## src/rtl/irq_ctrl.sv

```systemverilog
// Single-level interrupt controller placed in front of status_reg.
// Synchronises the external lines, latches rising edges as pending bits and
// requests entry from the control unit. On entry it saves the status word and
// masks interrupts and enters SUPERVISOR. On return it restores the saved word.
package irq_ctrl_pkg;
  typedef enum logic {
    USER       = 1'b0,
    SUPERVISOR = 1'b1
  } cpu_mode_e;

  typedef struct packed {
    logic [3:0] alu_status;
    logic       imask;
    cpu_mode_e  mode;
  } status_t;
endpackage

module irq_ctrl
  import irq_ctrl_pkg::*;
#(
  parameter int NUM_IRQ = 4,
  parameter int VW      = $clog2(NUM_IRQ)
) (
  input  logic               clk,
  input  logic               rst,
  input  logic [NUM_IRQ-1:0] irq,
  input  status_t            status_value,
  input  logic               int_ack,
  input  logic               rti,
  output logic               int_req,
  output logic [VW-1:0]      int_vector,
  output logic [NUM_IRQ-1:0] pending,
  output logic               ld,
  output status_t            status_in,
  output logic               ld_imask,
  output logic               imask_in,
  output logic               ld_mode,
  output cpu_mode_e          mode_in
);

  localparam logic [2:0] S_IDLE    = 3'd0;
  localparam logic [2:0] S_REQ     = 3'd1;
  localparam logic [2:0] S_ENTER   = 3'd2;
  localparam logic [2:0] S_HANDLER = 3'd3;
  localparam logic [2:0] S_RETURN  = 3'd4;

  logic [2:0]         state_reg;
  status_t            shadow_reg;
  logic [NUM_IRQ-1:0] sync1_reg;
  logic [NUM_IRQ-1:0] sync2_reg;
  logic [NUM_IRQ-1:0] prev_reg;
  logic [NUM_IRQ-1:0] rise;
  logic [NUM_IRQ-1:0] clr_mask;
  logic [VW-1:0]      prio_idx;

  // Two-flop synchroniser plus previous-value flop for edge detection.
  // prev resets to 0 so a line already high at reset release counts as an edge.
  always_ff @(posedge clk or negedge rst) begin
    if (!rst) begin
      sync1_reg <= '0;
      sync2_reg <= '0;
      prev_reg  <= '0;
    end else begin
      sync1_reg <= irq;
      sync2_reg <= sync1_reg;
      prev_reg  <= sync2_reg;
    end
  end

  genvar gi;
  generate
    for (gi = 0; gi < NUM_IRQ; gi++) begin : g_rise
      assign rise[gi] = sync2_reg[gi] & ~prev_reg[gi];
    end
  endgenerate

  // Lowest-index pending line wins: scan from the top so the last hit is lowest.
  always_comb begin
    prio_idx = '0;
    for (int i = NUM_IRQ - 1; i >= 0; i--) begin
      if (pending[i]) prio_idx = VW'(i);
    end
  end

  // The acknowledged line is cleared only in the accepting cycle.
  always_comb begin
    clr_mask = '0;
    if (state_reg == S_REQ && int_ack) clr_mask[int_vector] = 1'b1;
  end

  // Pending bits accumulate in every state; a fresh edge beats a clear.
  always_ff @(posedge clk or negedge rst) begin
    if (!rst) pending <= '0;
    else      pending <= (pending & ~clr_mask) | rise;
  end

  // Sequencer: request, entry strobes, handler wait, restore strobe.
  // All load strobes default low so each lasts exactly one cycle.
  always_ff @(posedge clk or negedge rst) begin
    if (!rst) begin
      state_reg  <= S_IDLE;
      shadow_reg <= '0;
      int_req    <= 1'b0;
      int_vector <= '0;
      ld         <= 1'b0;
      status_in  <= '0;
      ld_imask   <= 1'b0;
      imask_in   <= 1'b0;
      ld_mode    <= 1'b0;
      mode_in    <= USER;
    end else begin
      ld        <= 1'b0;
      status_in <= '0;
      ld_imask  <= 1'b0;
      imask_in  <= 1'b0;
      ld_mode   <= 1'b0;
      mode_in   <= USER;
      case (state_reg)
        S_IDLE: begin
          if (|pending && !status_value.imask) begin
            state_reg  <= S_REQ;
            int_req    <= 1'b1;
            int_vector <= prio_idx;
          end
        end
        S_REQ: begin
          // Ack takes precedence over a simultaneous mask.
          if (int_ack) begin
            state_reg  <= S_ENTER;
            shadow_reg <= status_value;
            int_req    <= 1'b0;
            ld_imask   <= 1'b1;
            imask_in   <= 1'b1;
            ld_mode    <= 1'b1;
            mode_in    <= SUPERVISOR;
          end else if (status_value.imask) begin
            state_reg <= S_IDLE;
            int_req   <= 1'b0;
          end
        end
        S_ENTER: begin
          state_reg <= S_HANDLER;
        end
        S_HANDLER: begin
          if (rti) begin
            state_reg <= S_RETURN;
            ld        <= 1'b1;
            status_in <= shadow_reg;
          end
        end
        S_RETURN: begin
          state_reg <= S_IDLE;
        end
        default: begin
          state_reg <= S_IDLE;
          int_req   <= 1'b0;
        end
      endcase
    end
  end

endmodule

```

## config.mk

```make
export PLATFORM = sky130hd
export DESIGN_NAME = irq_ctrl
export DESIGN_NICKNAME = d
export VERILOG_FILES = /design/src/rtl/irq_ctrl.sv
export SDC_FILE = /design/constraint.sdc
export NUM_CORES = 1
export LEC_CHECK = 0
export ABC_AREA = 1
export CAP_MARGIN = 20
export CORE_ASPECT_RATIO = 2
export CORE_MARGIN = 4
export CORE_UTILIZATION = 38
export CTS_CLUSTER_DIAMETER = 100
export DETAILED_ROUTE_END_ITERATION = 16
export PLACE_DENSITY = 0.74
export SLEW_MARGIN = 10
export SYNTH_ARGS = -nofsm -noshare
export SYNTH_HDL_FRONTEND = slang
export SYNTH_SLANG_ARGS = --single-unit
```

## constraint.sdc

```tcl
create_clock -name clk -period 1.4 [get_ports clk]
set_input_delay 0.28 -clock clk [delete_from_list [all_inputs] [get_ports clk]]
set_output_delay 0.28 -clock clk [all_outputs]
set_load 0.1 [all_outputs]
```

==> flow_metrics.py <==
metrics = {
    "detailed_routing": {
        "viasPerCell": 4.49,
        "via_count": 938,
        "avgRoutedWirePerCell_um": 12.4,
        "ant_nets": 0,
        "dr.first_iter.drc_count": 17,
        "first_pass_iters": 4,
        "drt_wl_total_um": 2600,
        "remaining_drc_errors": 0,
    },
    "clocking": {
        "path_clk_slew_ps": 70,
        "clock_latency_ps": 280,
        "cts_tree": "built",
        "clockBufferDepth": 2,
        "cts_buffers": 5,
        "ctsResizeCount": 0,
        "root_buffer": "clkbuf_8",
        "cts_sinks": 36,
        "cts_setup_buffers": 0,
        "postCtsHoldBufs": 0,
        "cts_max_level": 2,
    },
    "die": {
        "num_rows": 30,
        "die-area_um2": 4630,
        "coreArea_um2": 3420,
        "die_width_um": 50.2,
        "die_h_um": 92.3,
        "io_pins": 32,
        "start_util_pct": 39.6,
    },
    "timing": {
        "tightest_slew_ps": 197,
        "setup_tns_ps": 0,
        "setup_viol": 0,
        "drv_slew": 0,
        "postLayoutSetupSlackWorst_ps": 140,
        "max_freq_mhz": 794,
        "fin_crit_sh_pct": 90.0,
        "hold_viol_final": 0,
        "fin_crit_ps": 1260,
        "finClkSkew_ps": 2.16,
        "grt_setup_unrepaired": "no",
        "slew_headroom_pct": 86.8,
    },
    "synthesis": {
        "synth_top_area_cell": "dfrtp_1",
        "synth_top_area_share_pct": 66.7,
        "ys_warn_count": 0,
        "synth_edf_count": 0,
        "synthTopCellsByCount": "dfrtp_1, inv_1, nand2_1",
        "ys.flop_type": "dfrtp_1",
        "avgSynthCellArea_um2": 10.9,
        "syn_nets": 138,
        "syn_area_um2": 1350,
        "synth_seq_cells": 36,
        "ys_types": 22,
        "netlist_instances": 124,
        "synth.most_common_cell": "dfrtp_1",
        "async_reset_ff_share_pct": 100,
        "seq_area_frac_synth_pct": 66.7,
        "synthTopCellsByArea": "dfrtp_1, inv_1, nand2_1",
    },
    "critical_path": {
        "reg2reg_from": "state_reg[1]",
        "critPathKind": "reg -> out",
        "critPathCaptureType": "output port",
        "cp_max_fo": 4,
        "rrSetupSlack_ps": 180,
        "critPathLaunchType": "register",
        "critical_path_buf_inv_count": 1,
        "crit_path_max_incr_delay_ps": 480,
        "critPathRequiredTime_ps": 1120,
        "crit_family": "flip-flops",
        "path_cells": "buf_12",
        "crit_start": "mode_in",
        "critPathSlowestCell": "dfrtp_2",
        "rr_worst_depth": 6,
        "arrival_ps": 980,
        "cp_num_cells": 1,
    },
    "run": {
        "max_cap_violations": 0,
    },
    "grt": {
        "grt_max_degree": 37,
        "antenna_found_initial": 0,
        "grt_overflow": 0,
        "grt_pass1_vias": 1000,
        "grt_pass1_wl_um": 4610,
        "track_usage_pct": 13.4,
    },
    "run_status": {
        "status": "complete, no violations",
    },
    "layout": {
        "fin_nets": 174,
        "final_cell_count_no_fill": 209,
        "drive_above_1_share_pct": 31.7,
        "utilization_pct": 60.7,
        "antenna_cells": 0,
        "area_growth_pct": 53.5,
        "fillers": 271,
    },
    "power_and_ir_drop": {
        "power.density_nw_per_um2": 2480,
        "p_leak_uw": 0.000983,
        "ir_worst_vdd_v": 0.00141,
    },
    "placement": {
        "place_ws_ps": -34.8,
        "place_hpwl_um": 2020,
        "portBuffers": 31,
        "gp_congestion": 0.786,
        "dp_cells": 201,
    },
    "hold_path": {
        "whs_path_depth": 0,
        "hold_path.class": "reg -> reg",
        "hold_start": "sync1_reg[0]",
    },
}
## report_power, final
part / switching, µW / internal, µW
clock: 361 / 891
combinational: 1500 / 820
sequential: 266 / 1300
## layout make-up
class | count | area (µm²) | share of cell area [%]
Clock buffer | 5 | 68.8 | 3.32
Timing Repair Buffer | 33 | 531 | 25.6
Sequential cell | 36 | 908 | 43.8
Multi-Input combinational cell | 60 | 325 | 15.7
Inverter | 24 | 91.3 | 4.40
Tap cell | 48 | 60.1 | 2.90
Clock inverter | 3 | 90.1 | 4.34
## per-stage QoR
step,area (µm²),hold WS (ps),total power [µW]
final,2070,351,5140
after global routing,2070,374,5350
after CTS,2070,355,5200
after detailed placement,1920,338,3920
after global placement,1920,334,3860
after floorplan,1360,-15.6,3040
## cells by family after synthesis
| kind of cell | count (synthesis) | synth area share (%) |
|---|---|---|
| AO/OA/AOI/OAI | 17 | 7.87 |
| buffers and inverters | 28 | 9.26 |
| flip-flops | 36 | 66.7 |
| AND/OR/NAND/NOR | 43 | 16.2 |
## worst paths after layout
check	end
max	imask_in
min	sync2_reg[0]
max reg2reg	pending[2]
min reg2reg	sync2_reg[0]
max in group asynchronous	pending[2]
min in group asynchronous	ld
## placed cells by master, fill, tap and decap left out
| cell type | netlist | routed |
|---|---|---|
| inv_2 | 1 | 1 |
| inv_1 | 22 | 22 |
| o21ai_0 | 3 | 3 |
| o21ai_1 | 5 | 5 |
| nand2_1 | 19 | 19 |
| o211ai_1 | 1 | 1 |
| bufinv_16 | 0 | 3 |
| nor3_2 | 1 | 1 |
| nand3_1 | 3 | 3 |
| buf_12 | 0 | 20 |
| nor3_1 | 1 | 1 |
| nor2_4 | 2 | 2 |
| clkdlybuf4s50_1 | 0 | 13 |
| o21bai_1 | 1 | 1 |
| o21ai_2 | 4 | 4 |
| or2_2 | 1 | 1 |
| clkbuf_8 | 0 | 5 |
| nand2_2 | 6 | 6 |
| a31oi_1 | 1 | 1 |
| dfrtp_2 | 0 | 6 |
| nand3_4 | 1 | 1 |
| nor2_1 | 9 | 9 |
| clkinv_2 | 1 | 1 |
| a21oi_1 | 2 | 2 |
| dfrtp_1 | 36 | 30 |
## layer usage
metal / global-route usage, % / vias up / routed length (µm)
li1: - / 449 / -
met1: 14.1 / 456 / 922
met2: 22.5 / 25 / 1460
met3: 3.86 / 8 / 125
met4: 8.78 / 0 / 87
met5: 0 / - / 0
No activity file was read; power rests on OpenSTA's default activity.
